`src/rtl/serial_subtractor32.sv`:
```
// Digit-serial subtractor: computes A - B - BorrowIn over WIDTH/DIGIT cycles,
// least-significant digit first, with a start/busy/done handshake. The
// difference and flags are only written on completion, so they always show
// the last finished result.
module serial_subtractor32 #(
  parameter int WIDTH = 32,
  parameter int DIGIT = 4
) (
  input  logic             clk,
  input  logic             reset,
  input  logic             start,
  input  logic [WIDTH-1:0] A,
  input  logic [WIDTH-1:0] B,
  input  logic             BorrowIn,
  output logic             busy,
  output logic             done,
  output logic [WIDTH-1:0] diff,
  output logic             borrow,
  output logic             zero,
  output logic             negative,
  output logic             overflow
);

  localparam int N     = WIDTH / DIGIT;
  localparam int CNT_W = (N > 1) ? $clog2(N) : 1;

  typedef enum logic [1:0] {
    IDLE = 2'd0,
    RUN  = 2'd1,
    DONE = 2'd2
  } state_t;

  state_t             state_q, state_d;
  logic [CNT_W-1:0]   cnt_q, cnt_d;
  logic [WIDTH-1:0]   a_q, a_d;
  logic [WIDTH-1:0]   b_q, b_d;
  logic [WIDTH-1:0]   res_q, res_d;
  logic               br_q, br_d;
  logic               a_msb_q, a_msb_d;
  logic               b_msb_q, b_msb_d;
  logic [WIDTH-1:0]   diff_q, diff_d;
  logic               borrow_q, borrow_d;
  logic               zero_q, zero_d;
  logic               negative_q, negative_d;
  logic               overflow_q, overflow_d;

  // Per-digit borrow subtract and the result register with the new digit
  // shifted in from the top.
  logic [DIGIT:0]       sub_w;
  logic [WIDTH+DIGIT-1:0] res_cat;
  logic [WIDTH-1:0]     res_next;
  logic                 last_digit;

  // Digit datapath: one DIGIT-wide borrow subtraction per cycle.
  always_comb begin
    sub_w      = {1'b0, a_q[DIGIT-1:0]} - {1'b0, b_q[DIGIT-1:0]} - (DIGIT+1)'(br_q);
    res_cat    = {sub_w[DIGIT-1:0], res_q};
    res_next   = res_cat[WIDTH+DIGIT-1:DIGIT];
    last_digit = (cnt_q == CNT_W'(N - 1));
  end

  // Next-state and datapath register updates for the IDLE/RUN/DONE controller.
  always_comb begin
    state_d    = state_q;
    cnt_d      = cnt_q;
    a_d        = a_q;
    b_d        = b_q;
    res_d      = res_q;
    br_d       = br_q;
    a_msb_d    = a_msb_q;
    b_msb_d    = b_msb_q;
    diff_d     = diff_q;
    borrow_d   = borrow_q;
    zero_d     = zero_q;
    negative_d = negative_q;
    overflow_d = overflow_q;

    case (state_q)
      IDLE, DONE: begin
        // DONE accepts a new start directly so back-to-back ops have no bubble.
        if (start) begin
          a_d     = A;
          b_d     = B;
          br_d    = BorrowIn;
          a_msb_d = A[WIDTH-1];
          b_msb_d = B[WIDTH-1];
          res_d   = '0;
          cnt_d   = '0;
          state_d = RUN;
        end else begin
          state_d = IDLE;
        end
      end
      RUN: begin
        a_d   = a_q >> DIGIT;
        b_d   = b_q >> DIGIT;
        br_d  = sub_w[DIGIT];
        res_d = res_next;
        cnt_d = cnt_q + CNT_W'(1);
        if (last_digit) begin
          // Operand sign bits were saved at capture since the shift
          // registers no longer hold them by now.
          diff_d     = res_next;
          borrow_d   = sub_w[DIGIT];
          zero_d     = (res_next == '0);
          negative_d = res_next[WIDTH-1];
          overflow_d = (a_msb_q ^ b_msb_q) & (res_next[WIDTH-1] ^ a_msb_q);
          state_d    = DONE;
        end
      end
      default: state_d = IDLE;
    endcase
  end

  // State and data registers; reset clears everything and aborts a running op.
  always_ff @(posedge clk) begin
    if (reset) begin
      state_q    <= IDLE;
      cnt_q      <= '0;
      a_q        <= '0;
      b_q        <= '0;
      res_q      <= '0;
      br_q       <= 1'b0;
      a_msb_q    <= 1'b0;
      b_msb_q    <= 1'b0;
      diff_q     <= '0;
      borrow_q   <= 1'b0;
      zero_q     <= 1'b0;
      negative_q <= 1'b0;
      overflow_q <= 1'b0;
    end else begin
      state_q    <= state_d;
      cnt_q      <= cnt_d;
      a_q        <= a_d;
      b_q        <= b_d;
      res_q      <= res_d;
      br_q       <= br_d;
      a_msb_q    <= a_msb_d;
      b_msb_q    <= b_msb_d;
      diff_q     <= diff_d;
      borrow_q   <= borrow_d;
      zero_q     <= zero_d;
      negative_q <= negative_d;
      overflow_q <= overflow_d;
    end
  end

  // Handshake and result outputs come straight from registers.
  always_comb begin
    busy     = (state_q == RUN);
    done     = (state_q == DONE);
    diff     = diff_q;
    borrow   = borrow_q;
    zero     = zero_q;
    negative = negative_q;
    overflow = overflow_q;
  end

endmodule

```
`config.mk`:
```
export PLATFORM = sky130hd
export DESIGN_NAME = serial_subtractor32
export DESIGN_NICKNAME = d
export VERILOG_FILES = /design/src/rtl/serial_subtractor32.sv
export SDC_FILE = /design/constraint.sdc
export NUM_CORES = 1
export LEC_CHECK = 0
export ABC_AREA = 0
export CELL_PAD_IN_SITES_DETAIL_PLACEMENT = 0
export CELL_PAD_IN_SITES_GLOBAL_PLACEMENT = 1
export CORE_MARGIN = 2
export CORE_UTILIZATION = 35
export DETAILED_ROUTE_END_ITERATION = 7
export GPL_TIMING_DRIVEN = 0
export PLACE_DENSITY_LB_ADDON = 0.1
export SETUP_SLACK_MARGIN = 0.4
export SYNTH_ARGS = -nofsm -noshare
export SYNTH_HDL_FRONTEND = slang
export SYNTH_SLANG_ARGS = --single-unit
```
`constraint.sdc`:
```
create_clock -name clk -period 3.2 [get_ports clk]
set_input_delay 0.48 -clock clk [delete_from_list [all_inputs] [get_ports clk]]
set_output_delay 0.48 -clock clk [all_outputs]
set_load 0.1 [all_outputs]
```
==> reports/results.tsv, run 1 <==
metric	value	unit
area_growth	34.30	%
ys_seq_area_frac	0.5026	
clkTransAtPathRegs	0.06	ns
core_area	15090	um2
r2r-end	overflow	
cts_root_buf	clkbuf_16	
setup_tns	0	ns
placementRows	45	
grt_overflow_total	0	
syn-num-nets	736	
async_flop_share	0	
drc	0	
clock_latency	0.41	ns
drive_gt1_frac	0.06918	
synth_cells	660	
die_w	128.0	um
synth.top_cells.by_area	dfxtp_1 (50%), nand2_1 (13%), a311oi_1 (9.1%), nor2_1 (7.3%), a22oi_1 (4.7%)	
nNetsFinal	859	
synth_edf_count	0	
arrival	2.16	ns
period_share	0.8242	
power.leakage	2.657	nW
cts_tree	built	
cp-end-kind	output pin	
final-seq-area	2703	um2
postCtsHoldBufs	0	
wl_per_cell	15.19	um
stdcell_count	983	
required	2.72	ns
reg2reg_from	b_q[0]	
drtIter0Drc	295	
synth_most_common_cell	nand2_1	
grt_usage	0.1905	
antenna_left	0	
setup_viol	0	
grt_max_degree	17	
port-buffer-count	104	
finClkSkew	0.01000	ns
critPathLaunchType	flip-flop	
wl	14.93	mm
cts_num_sinks	135	
r2r_slack	0.89	ns
crit_path_start	state_q[0]	
crit_end	busy	
synth.largest_area_cell	dfxtp_1	
clockBufferDepth	2	
fin_hold_ws	0.4519	ns
drv_cap	0	
ys_ff_latch	135	
yosysTopAreaCellShare	0.5026	
power_density	586.6	nW/um2
die_area	16370	um2
critPathKind	flip-flop to output pin	
yosys_most_used_dff	dfxtp_1	
period_needed	2.638	ns
post_cts_buffers	0	
insertedDiodeCount	0	
firstDrtPassIters	4	
cts_buffers	17	
multi_input_area	2374	um2
irDropWorstVdd	0.0004060	V
floorplan.initialDensity	0.3564	
grt_antenna_before_repair	0	
grt_pass1_vias	4961	
cts_max_level	4	
pin_count	106	
avgSynthCellArea	8.148	um2
timing.fmax	379.1	MHz
finalHoldViolations	0	
hold_class	flip-flop to flip-flop	
ctsResizeCount	3	
cp_max_fo	10	
fillCellCount	1511	
slew_viol_final	0	
tightestPinTransition	0.9759	ns
vias	4948	
outcome	complete, no violations	
rsz0062_at_grt	no	
reg2regPathDepth	7	
vias_per_cell	5.034	
dp.final_hpwl	10.73	mm
synth_area	5378	um2
placed_cells	952	
synth_warnings	0	
grt_pass1_wl	24.50	mm
gp_congestion	0.7783	
synth_common_cells	nand2_1 (183), dfxtp_1 (135), nor2_1 (105), a311oi_1 (56), a21oi_1 (39)	
ys_types	31	
max_slew_margin	0.3474	
die_h	128.0	um
==> layout by cell type (no fill, tap or decap), types with 2 or more instances in the layout <==
| master | instances |
|---|---|
| buf_1 | 5 |
| a211oi_1 | 4 |
| nor2b_1 | 3 |
| dfxtp_1 | 135 |
| clkbuf_8 | 3 |
| clkbuf_1 | 35 |
| clkbuf_16 | 17 |
| buf_4 | 8 |
| clkinv_2 | 7 |
| clkdlybuf4s50_1 | 103 |
| nand3b_1 | 2 |
| xnor2_1 | 2 |
| nand2b_1 | 2 |
| nand2_1 | 183 |
| a311oi_1 | 56 |
| nor2_1 | 105 |
| or3_2 | 2 |
| buf_2 | 11 |
| a21oi_1 | 39 |
| bufinv_16 | 2 |
| ha_1 | 6 |
| fa_1 | 2 |
| nor4_1 | 6 |
| a22oi_1 | 34 |
| inv_1 | 11 |
==> per-stage QoR <==
| step | utilization | power, mW | setup WS [ns] | area, um2 |
|---|---|---|---|---|
| floorplan | - | 2.165 | 1.056 | 5378 |
| global placement | 0.4410 | 2.364 | 0.3077 | 6654 |
| detailed placement | 0.4410 | 2.372 | 0.3019 | 6654 |
| CTS | 0.4790 | 4.280 | 0.4454 | 7228 |
| global route | 0.4786 | 4.416 | 0.4467 | 7222 |
| finish | 0.4786 | 4.236 | 0.5624 | 7222 |
==> worst min-delay path by stage <==
stage,startpoint,to,cells past startpoint
detailed placement,b_q[31],b_q[31],2
floorplan,a_q[31],a_q[31],2
CTS,b_q[31],b_q[31],2
finish,diff[12],diff[12],2
global placement,diff[12],diff[12],2
global route,diff[16],diff[16],2
==> layer usage <==
metal | vias up | GRT usage | part of all wire
met5 | - | 0 | 0
met4 | 0 | 0.07692 | 0.011
met1 | 2317 | 0.2430 | 0.47
li1 | 2519 | - | -
met3 | 11 | 0.04716 | 0.037
met2 | 101 | 0.3098 | 0.48
==> report_power, final <==
part	leakage, nW	internal [mW]	total, mW	switching [mW]
clock network	0.288	1.19	1.90	0.707
registers	1.10	1.77	1.83	0.0565
logic	1.27	0.215	0.509	0.294
total	2.66	3.18	4.24	1.06
==> logic make-up after synthesis <==
group,after synthesis,synth area share
xor gates and xnor gates,2,0.003258
adders and majority gates,8,0.02141
and+or+nand+nor,308,0.2280
DFF,135,0.5026
AOI/OAI and AO/OA,138,0.1887
buffers and inverters,69,0.05607
==> critical path: stages, from the launching register on <==
cell	delay, ns
dfxtp_1	0.42
nand2b_1	0.08
buf_4	0.18
inv_2	0.13
clkbuf_1	0.41
buf_2	0.52
==> layout make-up <==
class	instances	area share
multi-input cells	456	0.3287
inverters	12	0.006237
repair buffers	104	0.1435
plain buffers	57	0.03552
clock buffers	21	0.06514
clock inverters	10	0.01421
flip-flops and latches	135	0.3742
well taps	188	0.03257
==> sequential cells by signal, indices dropped and copies added, names as in the netlist <==
name	cells
a_msb_q	1
a_q	32
b_msb_q	1
b_q	32
borrow	1
br_q	1
cnt_q	3
diff	32
overflow	1
res_q	28
state_q	2
zero	1
(Power assumes the default switching activity.)
==> run 2: changes to the inputs <==
--- a/config.mk
+++ b/config.mk
@@ -9,7 +9,7 @@
 export CELL_PAD_IN_SITES_DETAIL_PLACEMENT = 0
 export CELL_PAD_IN_SITES_GLOBAL_PLACEMENT = 1
 export CORE_MARGIN = 2
-export CORE_UTILIZATION = 35
+export CORE_UTILIZATION = 34
 export DETAILED_ROUTE_END_ITERATION = 7
 export GPL_TIMING_DRIVEN = 0
 export PLACE_DENSITY_LB_ADDON = 0.1
==> constraint.sdc (replaced) <==
create_clock -name clk -period 2.2 [get_ports clk]
set_input_delay 0.33 -clock clk [delete_from_list [all_inputs] [get_ports clk]]
set_output_delay 0.33 -clock clk [all_outputs]
set_load 0.1 [all_outputs]
==> reports/results.tsv, run 2 (synthesized netlist as in run 1, its figures left out) <==
metric	value	unit	change
outcome	complete, no violations		
reg2reg_from	b_q[0]		
pin_count	106		unchanged
die_area	16840	um2	+2.8%
area_growth	39.37	%	
r2r-end	overflow		
cts_root_buf	clkbuf_16		
finalWorstSetupSlack	0.1552	ns	-0.4073 ns
final_cell_mix	nand2_1 (182), dfxtp_1 (131), nor2_1 (105), clkdlybuf4s50_1 (66), a311oi_1 (56)		
power_density	833.9	nW/um2	+42%
dp.final_hpwl	10.82	mm	+0.83%
cts_buffers	17		unchanged
rsz0062_at_grt	yes		
drive_gt1_frac	0.1496		+0.08044
cts_num_sinks	135		unchanged
clkTransAtPathRegs	0.05	ns	about the same
critPathKind	flip-flop to flip-flop		
grt_max_degree	17		unchanged
holdPathEnd	diff[17]		
worstHoldPathCells	2		unchanged
reg2regPathDepth	7		unchanged
power_frac_comb	0.137		+0.017
grt_usage	0.1872		-0.003301
clock_latency	0.42	ns	about the same
drv_cap	0		unchanged
finClkSkew	0.007119	ns	-0.002885 ns
setup_viol	0		unchanged
die_h	129.8	um	+1.4%
grt_pass1_vias	5073		+2.3%
required	2.52	ns	-0.20 ns
timing.fmax	489.0	MHz	
slew_viol_final	0		unchanged
tightestPinTransition	0.6516	ns	-0.3243 ns
antenna_left	0		unchanged
grt_antenna_before_repair	0		unchanged
grt_pass1_wl	24.64	mm	+0.59%
power_frac_seq	0.426		-0.005
fillCellCount	1533		+1.5%
clockBufferDepth	2		unchanged
cp-end-kind	flip-flop		
critPathLaunchType	flip-flop		
max_slew_margin	0.5656		+0.2183
drc	0		unchanged
nNetsFinal	867		+0.93%
placementRows	45		unchanged
power.leakage	2.761	nW	+3.9%
finalHoldViolations	0		unchanged
insertedDiodeCount	0		unchanged
cts_max_level	4		unchanged
die_w	129.8	um	+1.4%
cts_tree	built		
vias_per_cell	4.904		-2.6%
switching_share	0.2451		-0.004532
internal-power	4.718	mW	+48%
firstDrtPassIters	5		+1
min-delay-start	diff[17]		
port-buffer-count	104		unchanged
grt_overflow_total	0		unchanged
gp_congestion	0.7809		+0.33%
period_needed	2.045	ns	
arrival	2.37	ns	+0.21 ns
r2r_slack	0.16	ns	-0.73 ns
final_cell_area	7495	um2	+3.8%
wl_per_cell	14.84	um	-2.3%
critical_path.max_stage_delay	0.48	ns	-0.04 ns
floorplan.initialDensity	0.3511		-0.005241
worstPathCellList	inv_2, fa_2, ha_4, nand2_4, and4_4, or4b_4, a311oi_2		
stdcell_count	1013		+3.1%
utilization	0.4894		+0.01077
wl	15.04	mm	+0.73%
placed_cells	975		+2.4%
cp_max_fo	3		-7
place_ws	-0.3827	ns	-0.6846 ns
slowest_stage	or4b_4		
hold_class	flip-flop to flip-flop		
fin_hold_ws	0.4512	ns	-0.0007690 ns
irDropWorstVdd	0.0005688	V	+40%
core_area	15310	um2	+1.5%
final_common_cell	nand2_1		
period_share	0.9295		
switchingPower	1.532	mW	+45%
drtIter0Drc	217		-26%
vias	4968		+0.40%
placed_area	6719	um2	+0.98%
clockPowerShare	0.437		-0.012
-- run 2: cell types whose count changed in the layout (fill, tap and decap cells not counted), sizes merged, moves of 6 or more --
cell	change
clkinv	-6
clkdlybuf4s15	+35
buf	+11
clkdlybuf4s50	-37
clkbuf	+6
-- run 2: stage by stage --
step           TNS [ns]  power [mW]
6_report              0       6.250
3_5_place_dp    -0.3827       3.474
5_1_grt               0       6.517
2_1_floorplan         0       3.171
4_1_cts               0       6.262
3_3_place_gp    -0.3591       3.460
-- run 2: routing by layer --
metal | up-vias | track usage | routed length, um | share of wire
met4 | 0 | 0.07400 | 282 | 0.019
met3 | 18 | 0.04264 | 551 | 0.037
met2 | 89 | 0.3114 | 7268 | 0.48
met1 | 2329 | 0.2364 | 6935 | 0.46
li1 | 2532 | - | - | -
met5 | - | 0 | 0 | 0
-- run 2: cell type report --
type | instances | area [um2] | share of cell area
Tap cell | 211 | 264.0 | 0.03523
Multi-Input combinational cell | 456 | 2477 | 0.3306
Clock buffer | 28 | 536.8 | 0.07162
Inverter | 12 | 50.05 | 0.006678
Clock inverter | 2 | 35.03 | 0.004674
Buffer | 57 | 275.3 | 0.03673
Sequential cell | 135 | 2708 | 0.3613
Timing Repair Buffer | 112 | 1149 | 0.1533
-- run 2: power groups by stage --
stage               logic, mW  registers [mW]  clock network, mW
floorplan               0.489            2.68                  0
CTS                     0.808            2.66               2.79
global route            0.948            2.68               2.89
finish                  0.855            2.66               2.73
global placement        0.753            2.71                  0
detailed placement      0.765            2.71                  0
-- run 2: critical path: cells and delay by family (launching register included) --
| family | cells | cell delay, ns |
|---|---|---|
| adders and majority gates | 2 | 0.66 |
| buffers and inverters | 1 | 0.05 |
| and+or+nand+nor | 3 | 0.73 |
| DFF | 1 | 0.33 |
| AOI/OAI and AO/OA | 1 | 0.20 |
-- run 2: worst max-delay path by stage --
stage / from / end / cells past startpoint
6_report: b_q[0] / overflow / 7
5_1_grt: b_q[0] / zero / 7
4_1_cts: b_q[0] / overflow / 7
3_5_place_dp: state_q[0] / busy / 5
3_3_place_gp: state_q[0] / busy / 5
2_1_floorplan: a_q[0] / overflow / 6
-- run 2: what timing repair did --
item                                    CTS  global route
pin swaps                                 2             8
cloned                                    0             0
hold buffers                              0             0
endpoints found under the setup margin   51            33
setup buffers                             2             6
resized for setup                       129            24
==> run 3: changes to the inputs <==
--- a/config.mk
+++ b/config.mk
@@ -9,9 +9,10 @@
 export CELL_PAD_IN_SITES_DETAIL_PLACEMENT = 0
 export CELL_PAD_IN_SITES_GLOBAL_PLACEMENT = 1
 export CORE_MARGIN = 2
-export CORE_UTILIZATION = 34
+export CORE_UTILIZATION = 35
 export DETAILED_ROUTE_END_ITERATION = 7
 export GPL_TIMING_DRIVEN = 0
+export HOLD_SLACK_MARGIN = 0.12
 export PLACE_DENSITY_LB_ADDON = 0.1
 export SETUP_SLACK_MARGIN = 0.4
 export SYNTH_ARGS = -nofsm -noshare
==> constraint.sdc (replaced) <==
create_clock -name clk -period 2.3 [get_ports clk]
set_input_delay 0.345 -clock clk [delete_from_list [all_inputs] [get_ports clk]]
set_output_delay 0.345 -clock clk [all_outputs]
set_load 0.1 [all_outputs]
==> reports/results.tsv, run 3 (synthesized netlist as in run 1, its figures left out) <==
metric	value	unit	change
area_growth	37.67	%	
place_ws	-0.2898	ns	+0.09297 ns
cts_max_level	4		unchanged
wl_per_cell	15.20	um	+2.4%
port-buffer-count	104		unchanged
postCtsHoldBufs	0		unchanged
cts_root_buf	clkbuf_16		
slew_viol_final	0		unchanged
core_area	15090	um2	-1.5%
power_frac_seq	0.428		+0.002
rsz0062_at_grt	yes		
cts_tree	built		
clockPowerShare	0.438		about the same
final_common_cell	nand2_1		
pin_count	106		unchanged
placed_cells	952		-2.4%
vias	4963		-0.10%
fin_hold_ws	0.4510	ns	-0.0001380 ns
drive_gt1_frac	0.1414		-0.008199
timing.fmax	492.8	MHz	+0.77%
cts_buffers	17		unchanged
clkTransAtPathRegs	0.05	ns	about the same
clock_latency	0.41	ns	about the same
cp-end-kind	flip-flop		
irDropWorstVdd	0.0005360	V	-5.8%
critPathKind	flip-flop to flip-flop		
max_slew_margin	0.5829		+0.01731
die_area	16370	um2	-2.8%
cp_max_fo	2		-1
power_density	802.6	nW/um2	-3.8%
wl	15.00	mm	-0.23%
grt_antenna_before_repair	0		unchanged
switching_share	0.2463		+0.001215
stdcell_count	987		-2.6%
placementRows	45		unchanged
nNetsFinal	865		-0.23%
worstHoldPathCells	2		unchanged
finalHoldViolations	0		unchanged
finalWorstSetupSlack	0.2707	ns	+0.1155 ns
die_h	128.0	um	-1.4%
antenna_left	0		unchanged
drtIter0Drc	218		+0.46%
grt_pass1_vias	4994		-1.6%
fillCellCount	1470		-4.1%
period_share	0.8823		-0.04717
required	2.62	ns	+0.10 ns
critPathLaunchType	flip-flop		
reg2regPathDepth	7		unchanged
cts_num_sinks	135		unchanged
die_w	128.0	um	-1.4%
period_needed	2.029	ns	-0.01554 ns
clockBufferDepth	2		unchanged
grt_overflow_total	0		unchanged
outcome	complete, no violations		
min-delay-start	diff[9]		
insertedDiodeCount	0		unchanged
vias_per_cell	5.028		+2.5%
setup_viol	0		unchanged
drc	0		unchanged
grt_max_degree	17		unchanged
final_cell_mix	nand2_1 (182), dfxtp_1 (131), nor2_1 (105), clkdlybuf4s50_1 (66), a311oi_1 (56)		
power.leakage	2.732	nW	-1.1%
gp_congestion	0.7984		+2.2%
internal-power	4.478	mW	-5.1%
firstDrtPassIters	4		-1
tightestPinTransition	0.6256	ns	-0.02596 ns
floorplan.initialDensity	0.3564		+0.005241
switchingPower	1.464	mW	-4.5%
finClkSkew	0.006940	ns	-0.0001792 ns
arrival	2.35	ns	-0.02 ns
reg2reg_from	b_q[0]		
crit_path_start	b_q[0]		
dp.final_hpwl	10.83	mm	+0.10%
grt_usage	0.1910		+0.003731
hold_class	flip-flop to flip-flop		
grt_pass1_wl	24.76	mm	+0.48%
drv_cap	0		unchanged
power_frac_comb	0.133		-0.004
run 3: timing repair:
item,CTS,global route
resized for setup,128,13
endpoints found under the setup margin,42,33
setup buffers,4,2
pin swaps,4,3
cloned,0,0
run 3: metal layers:
layer	track usage	part of all wire	up-vias
li1	-	-	2530
met1	0.2437	0.48	2313
met2	0.3168	0.47	102
met3	0.04299	0.036	18
met4	0.07046	0.013	0
met5	0	0	-
run 3: final timing paths:
| path | slack, ns | endpoint |
|---|---|---|
| setup / recovery | 0.27 | overflow |
| hold / removal | 0.45 | diff[9] |
| hold reg to reg | 0.45 | diff[9] |
| setup reg to reg | 0.27 | overflow |
run 3: critical path, cell delays in order, from the launching register on:
cell and delay, ns:
dfxtp_2 0.33, inv_2 0.04, fa_2 0.37, ha_4 0.29, nand2_4 0.06, and4_4 0.18, or4b_4 0.47, a311oi_2 0.19
run 3: power by group through the flow:
| stage | logic [mW] | registers (mW) | clock network (mW) |
|---|---|---|---|
| 2_1_floorplan | 0.464 | 2.56 | 0 |
| 3_3_place_gp | 0.717 | 2.59 | 0 |
| 3_5_place_dp | 0.727 | 2.59 | 0 |
| 4_1_cts | 0.786 | 2.54 | 2.64 |
| 5_1_grt | 0.882 | 2.56 | 2.74 |
| 6_report | 0.791 | 2.55 | 2.60 |
run 3: metrics by stage:
| step | cell area, um2 | util | TNS (ns) | total power [mW] |
|---|---|---|---|---|
| finish | 7403 | 0.4906 | 0 | 5.942 |
| global route | 7403 | 0.4906 | 0 | 6.177 |
| CTS | 7370 | 0.4884 | 0 | 5.975 |
| detailed placement | 6684 | 0.4430 | -0.2898 | 3.318 |
| global placement | 6684 | 0.4430 | -0.2795 | 3.307 |
| floorplan | 5408 | - | 0 | 3.028 |
run 3: layout make-up:
class,instances,area [um2],share of cell area
clock inverter,4,70.07,0.009464
inverter,12,45.04,0.006084
buffer,57,264.0,0.03566
tap,188,235.2,0.03177
timing repair buffer,110,1141,0.1541
multi-input combinational,456,2455,0.3316
sequential,135,2708,0.3657
clock buffer,25,485.5,0.06557
